## config.mk

```make
export PLATFORM = sky130hd
export DESIGN_NAME = frame_buffer_write_arbiter_flat
export DESIGN_NICKNAME = d
export VERILOG_FILES = /design/src/rtl/frame_buffer_write_arbiter_if.sv /design/src/rtl/frame_buffer_write_arbiter.sv /design/src/flat_wrapper.sv
export SDC_FILE = /design/constraint.sdc
export NUM_CORES = 1
export LEC_CHECK = 0
export BUFFER_PORTS_ARGS = -buffer_cell sky130_fd_sc_hd__buf_2
export CORE_ASPECT_RATIO = 0.8
export CORE_MARGIN = 2
export CORE_UTILIZATION = 50
export DETAILED_ROUTE_END_ITERATION = 10
export PLACE_DENSITY = 0.82
export SLEW_MARGIN = 20
export SYNTH_ARGS = -nofsm -noshare
export SYNTH_HDL_FRONTEND = slang
export SYNTH_SLANG_ARGS = --single-unit
```

## constraint.sdc

```tcl
create_clock -name clk -period 7.9 [get_ports clk]
set_input_delay 0.395 -clock clk [delete_from_list [all_inputs] [get_ports clk]]
set_output_delay 0.395 -clock clk [all_outputs]
set_load 0.03 [all_outputs]
```

## src/rtl/frame_buffer_write_arbiter_if.sv

```systemverilog
// frame_buffer_write_arbiter_if
//   Bundles the signals around the frame buffer write arbiter: the three
//   requester handshakes, the registered frame_buffer write port, and the
//   swap sequencing to and from graphics_fsm.
//   master : requester / graphics_fsm / frame_buffer side (drives requests and swap_req)
//   slave  : the arbiter itself
interface frame_buffer_write_arbiter_if #(
  parameter int ADDR_WIDTH = 19
);
  logic [2:0]              req_valid;
  logic [3*ADDR_WIDTH-1:0] req_addr;
  logic [2:0]              req_data;
  logic [2:0]              req_ready;
  logic                    write_enable;
  logic [ADDR_WIDTH-1:0]   write_addr;
  logic                    write_data;
  logic                    swap_req;
  logic                    swap;
  logic                    swap_ack;
  logic                    oob_error;

  modport master (
    output req_valid, req_addr, req_data, swap_req,
    input  req_ready, write_enable, write_addr, write_data, swap, swap_ack, oob_error
  );

  modport slave (
    input  req_valid, req_addr, req_data, swap_req,
    output req_ready, write_enable, write_addr, write_data, swap, swap_ack, oob_error
  );
endinterface

```

## src/rtl/frame_buffer_write_arbiter.sv

```systemverilog
// frame_buffer_write_arbiter
//   Round-robin arbiter sharing the single frame_buffer write port among
//   fill (0), line (1) and symbol (2) drawers, plus the RUN/SWAP/ACK sequencer
//   that guarantees no write is presented on the cycle the buffers swap.
//   Ports:
//     clk, rst_n : clock (rising edge), asynchronous active-low reset
//     bus        : slave modport of frame_buffer_write_arbiter_if
//                  (req_valid/req_addr/req_data/req_ready, write_enable/
//                   write_addr/write_data, swap_req/swap/swap_ack, oob_error)

// Per-requester address range check.
module fbwa_lane #(
  parameter int ADDR_WIDTH   = 19,
  parameter int PIXELS_COUNT = 307200
) (
  input  logic [ADDR_WIDTH-1:0] addr,
  output logic                  in_range
);
  // Compare one bit wider so a power-of-two pixel count does not truncate to 0.
  localparam logic [ADDR_WIDTH:0] LIMIT = (ADDR_WIDTH+1)'(PIXELS_COUNT);
  assign in_range = {1'b0, addr} < LIMIT;
endmodule

module frame_buffer_write_arbiter #(
  parameter int HOR_ACTIVE_PIXELS = 640,
  parameter int VER_ACTIVE_PIXELS = 480
) (
  input  logic                         clk,
  input  logic                         rst_n,
  frame_buffer_write_arbiter_if.slave  bus
);
  localparam int PIXELS_COUNT = HOR_ACTIVE_PIXELS * VER_ACTIVE_PIXELS;
  localparam int ADDR_WIDTH   = $clog2(PIXELS_COUNT);
  localparam int NUM_REQ      = 3;

  typedef enum logic [1:0] {RUN, SWAP, ACK} state_t;

  state_t state, state_nxt;
  logic [1:0] rr_ptr;

  logic [NUM_REQ-1:0][ADDR_WIDTH-1:0] addr_v;
  logic [NUM_REQ-1:0]                 in_range;
  logic [NUM_REQ-1:0]                 grant;
  logic [NUM_REQ-1:0]                 acc;
  logic [1:0]                         acc_idx;
  logic [1:0]                         idx;
  logic                               found;
  logic                               grant_en;

  assign addr_v = bus.req_addr;

  genvar g;
  generate
    for (g = 0; g < NUM_REQ; g++) begin : g_lane
      fbwa_lane #(.ADDR_WIDTH(ADDR_WIDTH), .PIXELS_COUNT(PIXELS_COUNT)) u_lane (
        .addr     (addr_v[g]),
        .in_range (in_range[g])
      );
    end
  endgenerate

  // Round-robin search starting just after the last accepted requester.
  always_comb begin
    grant = '0;
    found = 1'b0;
    idx   = 2'd0;
    for (int k = 1; k <= NUM_REQ; k++) begin
      idx = 2'((int'(rr_ptr) + k) % NUM_REQ);
      if (!found && bus.req_valid[idx]) begin
        grant[idx] = 1'b1;
        found      = 1'b1;
      end
    end
  end

  // State register
  always_ff @(posedge clk or negedge rst_n) begin
    if (!rst_n) state <= RUN;
    else        state <= state_nxt;
  end

  // Next state: swap_req is only honoured in RUN, never queued.
  always_comb begin
    state_nxt = state;
    case (state)
      RUN:     if (bus.swap_req) state_nxt = SWAP;
      SWAP:    state_nxt = ACK;
      ACK:     state_nxt = RUN;
      default: state_nxt = RUN;
    endcase
  end

  // Outputs. Grants are masked by rst_n so ready drops the moment reset asserts.
  always_comb begin
    grant_en      = (state == RUN) && !bus.swap_req && rst_n;
    bus.req_ready = grant_en ? grant : '0;
    bus.swap      = (state == SWAP);
    bus.swap_ack  = (state == ACK);
  end

  assign acc = bus.req_valid & bus.req_ready;

  always_comb begin
    acc_idx = 2'd0;
    for (int i = 0; i < NUM_REQ; i++)
      if (acc[i]) acc_idx = 2'(i);
  end

  // Write port register. Out-of-range requests are consumed but never written.
  always_ff @(posedge clk or negedge rst_n) begin
    if (!rst_n) begin
      rr_ptr           <= 2'd2;
      bus.write_enable <= 1'b0;
      bus.write_addr   <= '0;
      bus.write_data   <= 1'b0;
      bus.oob_error    <= 1'b0;
    end else if (|acc) begin
      rr_ptr <= acc_idx;
      if (in_range[acc_idx]) begin
        bus.write_enable <= 1'b1;
        bus.write_addr   <= addr_v[acc_idx];
        bus.write_data   <= bus.req_data[acc_idx];
      end else begin
        bus.write_enable <= 1'b0;
        bus.oob_error    <= 1'b1;
      end
    end else begin
      bus.write_enable <= 1'b0;
    end
  end
endmodule

```

## src/flat_wrapper.sv

```systemverilog
// flat-port wrapper written by rule: the top's interface ports become plain ports
module frame_buffer_write_arbiter_flat 
#(
  parameter int HOR_ACTIVE_PIXELS = 640,
  parameter int VER_ACTIVE_PIXELS = 480
)
  (clk, rst_n, bus_req_valid, bus_req_addr, bus_req_data, bus_swap_req, bus_req_ready, bus_write_enable, bus_write_addr, bus_write_data, bus_swap, bus_swap_ack, bus_oob_error);
  frame_buffer_write_arbiter_if #(.ADDR_WIDTH((19))) bus_i ();
  input  logic clk;
  input  logic rst_n;
  input wire logic [$bits(bus_i.req_valid)-1:0] bus_req_valid;
  input wire logic [$bits(bus_i.req_addr)-1:0] bus_req_addr;
  input wire logic [$bits(bus_i.req_data)-1:0] bus_req_data;
  input wire logic [$bits(bus_i.swap_req)-1:0] bus_swap_req;
  output wire logic [$bits(bus_i.req_ready)-1:0] bus_req_ready;
  output wire logic [$bits(bus_i.write_enable)-1:0] bus_write_enable;
  output wire logic [$bits(bus_i.write_addr)-1:0] bus_write_addr;
  output wire logic [$bits(bus_i.write_data)-1:0] bus_write_data;
  output wire logic [$bits(bus_i.swap)-1:0] bus_swap;
  output wire logic [$bits(bus_i.swap_ack)-1:0] bus_swap_ack;
  output wire logic [$bits(bus_i.oob_error)-1:0] bus_oob_error;
  assign bus_i.req_valid = bus_req_valid;
  assign bus_i.req_addr = bus_req_addr;
  assign bus_i.req_data = bus_req_data;
  assign bus_i.swap_req = bus_swap_req;
  assign bus_req_ready = bus_i.req_ready;
  assign bus_write_enable = bus_i.write_enable;
  assign bus_write_addr = bus_i.write_addr;
  assign bus_write_data = bus_i.write_data;
  assign bus_swap = bus_i.swap;
  assign bus_swap_ack = bus_i.swap_ack;
  assign bus_oob_error = bus_i.oob_error;
  frame_buffer_write_arbiter #(.HOR_ACTIVE_PIXELS(HOR_ACTIVE_PIXELS), .VER_ACTIVE_PIXELS(VER_ACTIVE_PIXELS)) u_core (.clk(clk), .rst_n(rst_n), .bus(bus_i));
endmodule
```

==> reports/results.env <==
REG2REG_SETUP_SLACK_NS=4.15
R2R-END='u_core.bus.write_addr[12]'
USE_MET1=0.341
VIA_COUNT_OF_THE_FIRST_GLOBAL_ROUTING_PASS=1651
GRT_UTIL_MET2=0.364
DIEAREA_UM2=4280
FLOORPLAN.INITIALDENSITY=0.536
PLACE_AREA_UM2=2350
DETAIL_ROUTE.WIRELENGTH_UM=4760
CORE_UM2=3520
YOSYS_WARNINGS=0
PLACEMENT.IO_BUFFERS=92
PLACE_HPWL_UM=3820
GLOBALROUTEOVERFLOWTOTAL=0
CP_SLOWEST_STAGE_DELAY_NS=0.48
DRT-INITIAL-DRC-COUNT=173
SYNTHESIS.AREA_UM2=1890
ANTENNA_FOUND_INITIAL=0
SYNTH-SEQ-AREA-SHARE=0.345
SETUP_VIOL=0
UNREPAIRED_SETUP_ENDPOINTS_AFTER_GLOBAL_ROUTING='no'
CP.ARRIVAL_NS=3.91
DRTANTENNAVIOLNETS=0
POST_SYNTH_NUM_CELL_TYPES=40
PATH_DEPTH=11
LAYOUT-DRIVE-GT1-SHARE=0.475
GLOBALROUTETOTALUTIL=0.234
FIN_TNS_SETUP_NS=0
SYN2LAYOUT_AREA_GROWTH_PCT=27.7
PERIOD_MINUS_SLACK_NS=3.75
CRIT_PATH_CELL_TRACE='inv_1 -> ha_1 -> mux2i_1 -> o21ai_2 -> nor4_4 -> nor2_4 -> inv_2 -> a311oi_2 -> o21ai_2 -> buf_4 -> mux2_1'
FINALNETCOUNT=347
POST-ROUTE-CELL-AREA_UM2=2410
WP_DATA_REQUIRED_NS=8.06
WORST_SETUP_PATH_START_KIND='register'
CRITICAL_PATH_BUF_INV_COUNT=3
CRITICAL-PATH-TOP-DELAY-FAMILY='buffers and inverters'
MOST_USED_CELLS_IN_THE_LAYOUT_EXCLUDING_FILL_AND_TAP_CELLS='buf_2 (92), nand2_1 (33), dfrtp_1 (25)'
TRITONCTS.NUM_BUFFERS=3
CRIT_PATH_START='u_core.rr_ptr[0]'
CRIT_PATH_MAX_FANOUT=23
REPORT.FINAL.HOLD_VIOL_COUNT=0
AVGSYNTHCELLAREA_UM2=10.1
ROUTE.VIAS.TOTAL=1727
POST_DRT_WL_PER_CELL_UM=15.0
MIN_PERIOD_OVER_PERIOD=0.475
CELLPOWERDENSITY_nW_PER_UM2=332
DETAILED_ROUTER_ITERATION_COUNT_BEFORE_ANTENNA_REPAIR=4
RUN_STATUS='complete, no violations'
ASYNC_SET_RESET_FLOP_SHARE_OUT_OF_SYNTHESIS=1.00
WORST_PATH_MAX_DELAY_CELL='ha_1'
RR_STARTPOINT='u_core.rr_ptr[0]'
DRV_CAP=0
DEPTH_OF_THE_WORST_REGISTER_TO_REGISTER_PATH=11
TIMING.FMAX_GHz=0.266
SYNTH_CELLS=187
TRITONCTS='yes'
ROWS=19
SETUP.WORST_PATH.END_CLASS='register'
WORSTSETUPENDPOINT='u_core.bus.write_addr[12]'
IR_WORST_VDD_mV=0.170
CLOCK-ROOT-BUFFER='clkbuf_8'
GR-MAX-USAGE-LAYER='met2'
GR-USAGE-MET3=0.0462
DRC_ERRORS=0
CLOCK_SINK_TOTAL=26
CLOCKBUFFERDEPTH=2
FINAL_MAX_SLEW_VIOL_COUNT=0
HOLD_PATH.CLASS='in -> async'
HTREE_LEVELS=1
POSTSYNTHNETCOUNT=257
DESIGN.PORTCOUNT=93
SLEW_HEADROOM=0.621
NUM_ANTENNA_CELLS=0
SYNTH_ENABLE_FLOP_CELLS=0
TIGHTESTPINTRANSITION_NS=0.568
POST-CTS-SETUP-BUFFER-COUNT=0
CP_COMMON_CELL='o21ai_2'
POST_SYNTHESIS_SEQUENTIAL_ELEMENT_COUNT=26
FINAL_CORE_UTIL=0.685
DRT-VIAS-PER-INSTANCE=5.43
CLOCK_LATENCY_NS=0.27
POSTCTSRESIZEDCELLS=0
SYNTH-MAIN-FF-CELL='dfrtp_1'
CLK_PIN_SLEW_NS=0.09
DIE-HEIGHT_UM=58.9
FINAL.SETUP_SKEW_NS=0.00145
CTSHOLDBUFFERS=0
FIRST_PASS_GRT_WIRE_LENGTH_UM=7760
GRT_START_MAX_NET_PINS=30
DIE_W_UM=72.7
LEAKAGE_nW=1.23
SETUP.WORST_PATH.CLASS='reg -> reg'
PLACER_S_FINAL_ROUTABILITY_CONGESTION_ESTIMATE=0.889
MOST_COMMON_CELL_AFTER_LAYOUT_FILL_AND_TAPS_ASIDE='buf_2'
layer usage:
metal | part of all wire | vias to the layer above
li1 | - | 849
met4 | 0.0080 | 0
met3 | 0.076 | 4
met1 | 0.46 | 794
met5 | 0 | -
met2 | 0.46 | 80
area by class of cell:
| type | instances | area, µm² |
|---|---|---|
| Clock buffer | 4 | 55.1 |
| Fill cell | 291 | 1110 |
| Inverter | 5 | 18.8 |
| Multi-Input combinational cell | 147 | 1150 |
| Sequential cell | 26 | 652 |
| Tap cell | 42 | 52.6 |
| Timing Repair Buffer | 94 | 475 |
how the worst min path moves through the flow:
stage	end	slack [ns]	cells after the start
floorplan	u_core.bus.oob_error	0.1	0
global route	u_core.bus.write_addr[0]	0.16	1
CTS	u_core.bus.write_addr[0]	0.13	1
finish	u_core.bus.write_addr[0]	0.11	1
detailed placement	u_core.bus.write_addr[0]	0.43	1
global placement	u_core.bus.write_addr[2]	0.41	1
power by group:
part,switching (mW),internal [mW],total [mW]
clock,0.0404,0.0445,0.0850
sequential,0.0397,0.196,0.235
combinational,0.277,0.203,0.480
total,0.357,0.443,0.800
through the flow:
step | total power [mW] | cells | worst slack, ns | hold WS [ns]
after global placement | 0.704 | 314 | 4.24 | 0.413
after detailed placement | 0.715 | 314 | 4.11 | 0.430
after floorplan | 0.593 | 187 | 4.94 | 0.0994
after CTS | 0.802 | 318 | 4.16 | 0.134
final | 0.800 | 318 | 4.15 | 0.110
after global routing | 0.849 | 318 | 3.83 | 0.161
cell usage after synthesis, drive strengths merged (2+ instances only):
library cell	count	area (µm²)
a211o	3	35.0
nand2	33	124
a21o	3	22.5
dfrtp	25	626
nor2	10	45.0
nor2b	6	37.5
mux2i	16	160
o21a	3	22.5
clkbuf	2	7.51
nor3b	2	15.0
o21ai	20	111
buf	7	53.8
nand3b	3	22.5
inv	5	18.8
mux2	20	297
a31oi	7	43.8
ha	4	50.1
a21oi	4	23.8
registers in the layout, indices dropped and copies added, names as in the netlist:
signal and flops:
u_core.bus.oob_error 1, u_core.bus.write_addr 19, u_core.bus.write_data 1, u_core.bus.write_enable 1, u_core.rr_ptr 2, u_core.state 2
worst register-to-register path: cells and delay by family, from the launching register on:
| family | cells | cell delay [ns] |
|---|---|---|
| DFF | 1 | 0.40 |
| and+or+nand+nor | 2 | 0.46 |
| buffers and inverters | 3 | 0.87 |
| muxes | 2 | 0.65 |
| adders and majority gates | 1 | 0.48 |
| AOI/OAI and AO/OA | 3 | 0.78 |
logic make-up after synthesis:
kind of cell / synth area share
buf+inv: 0.0424
fa+ha+maj: 0.0265
compound gates: 0.177
mux: 0.242
simple gates: 0.166
flops: 0.345
No activity file was read; power rests on OpenSTA's default activity.
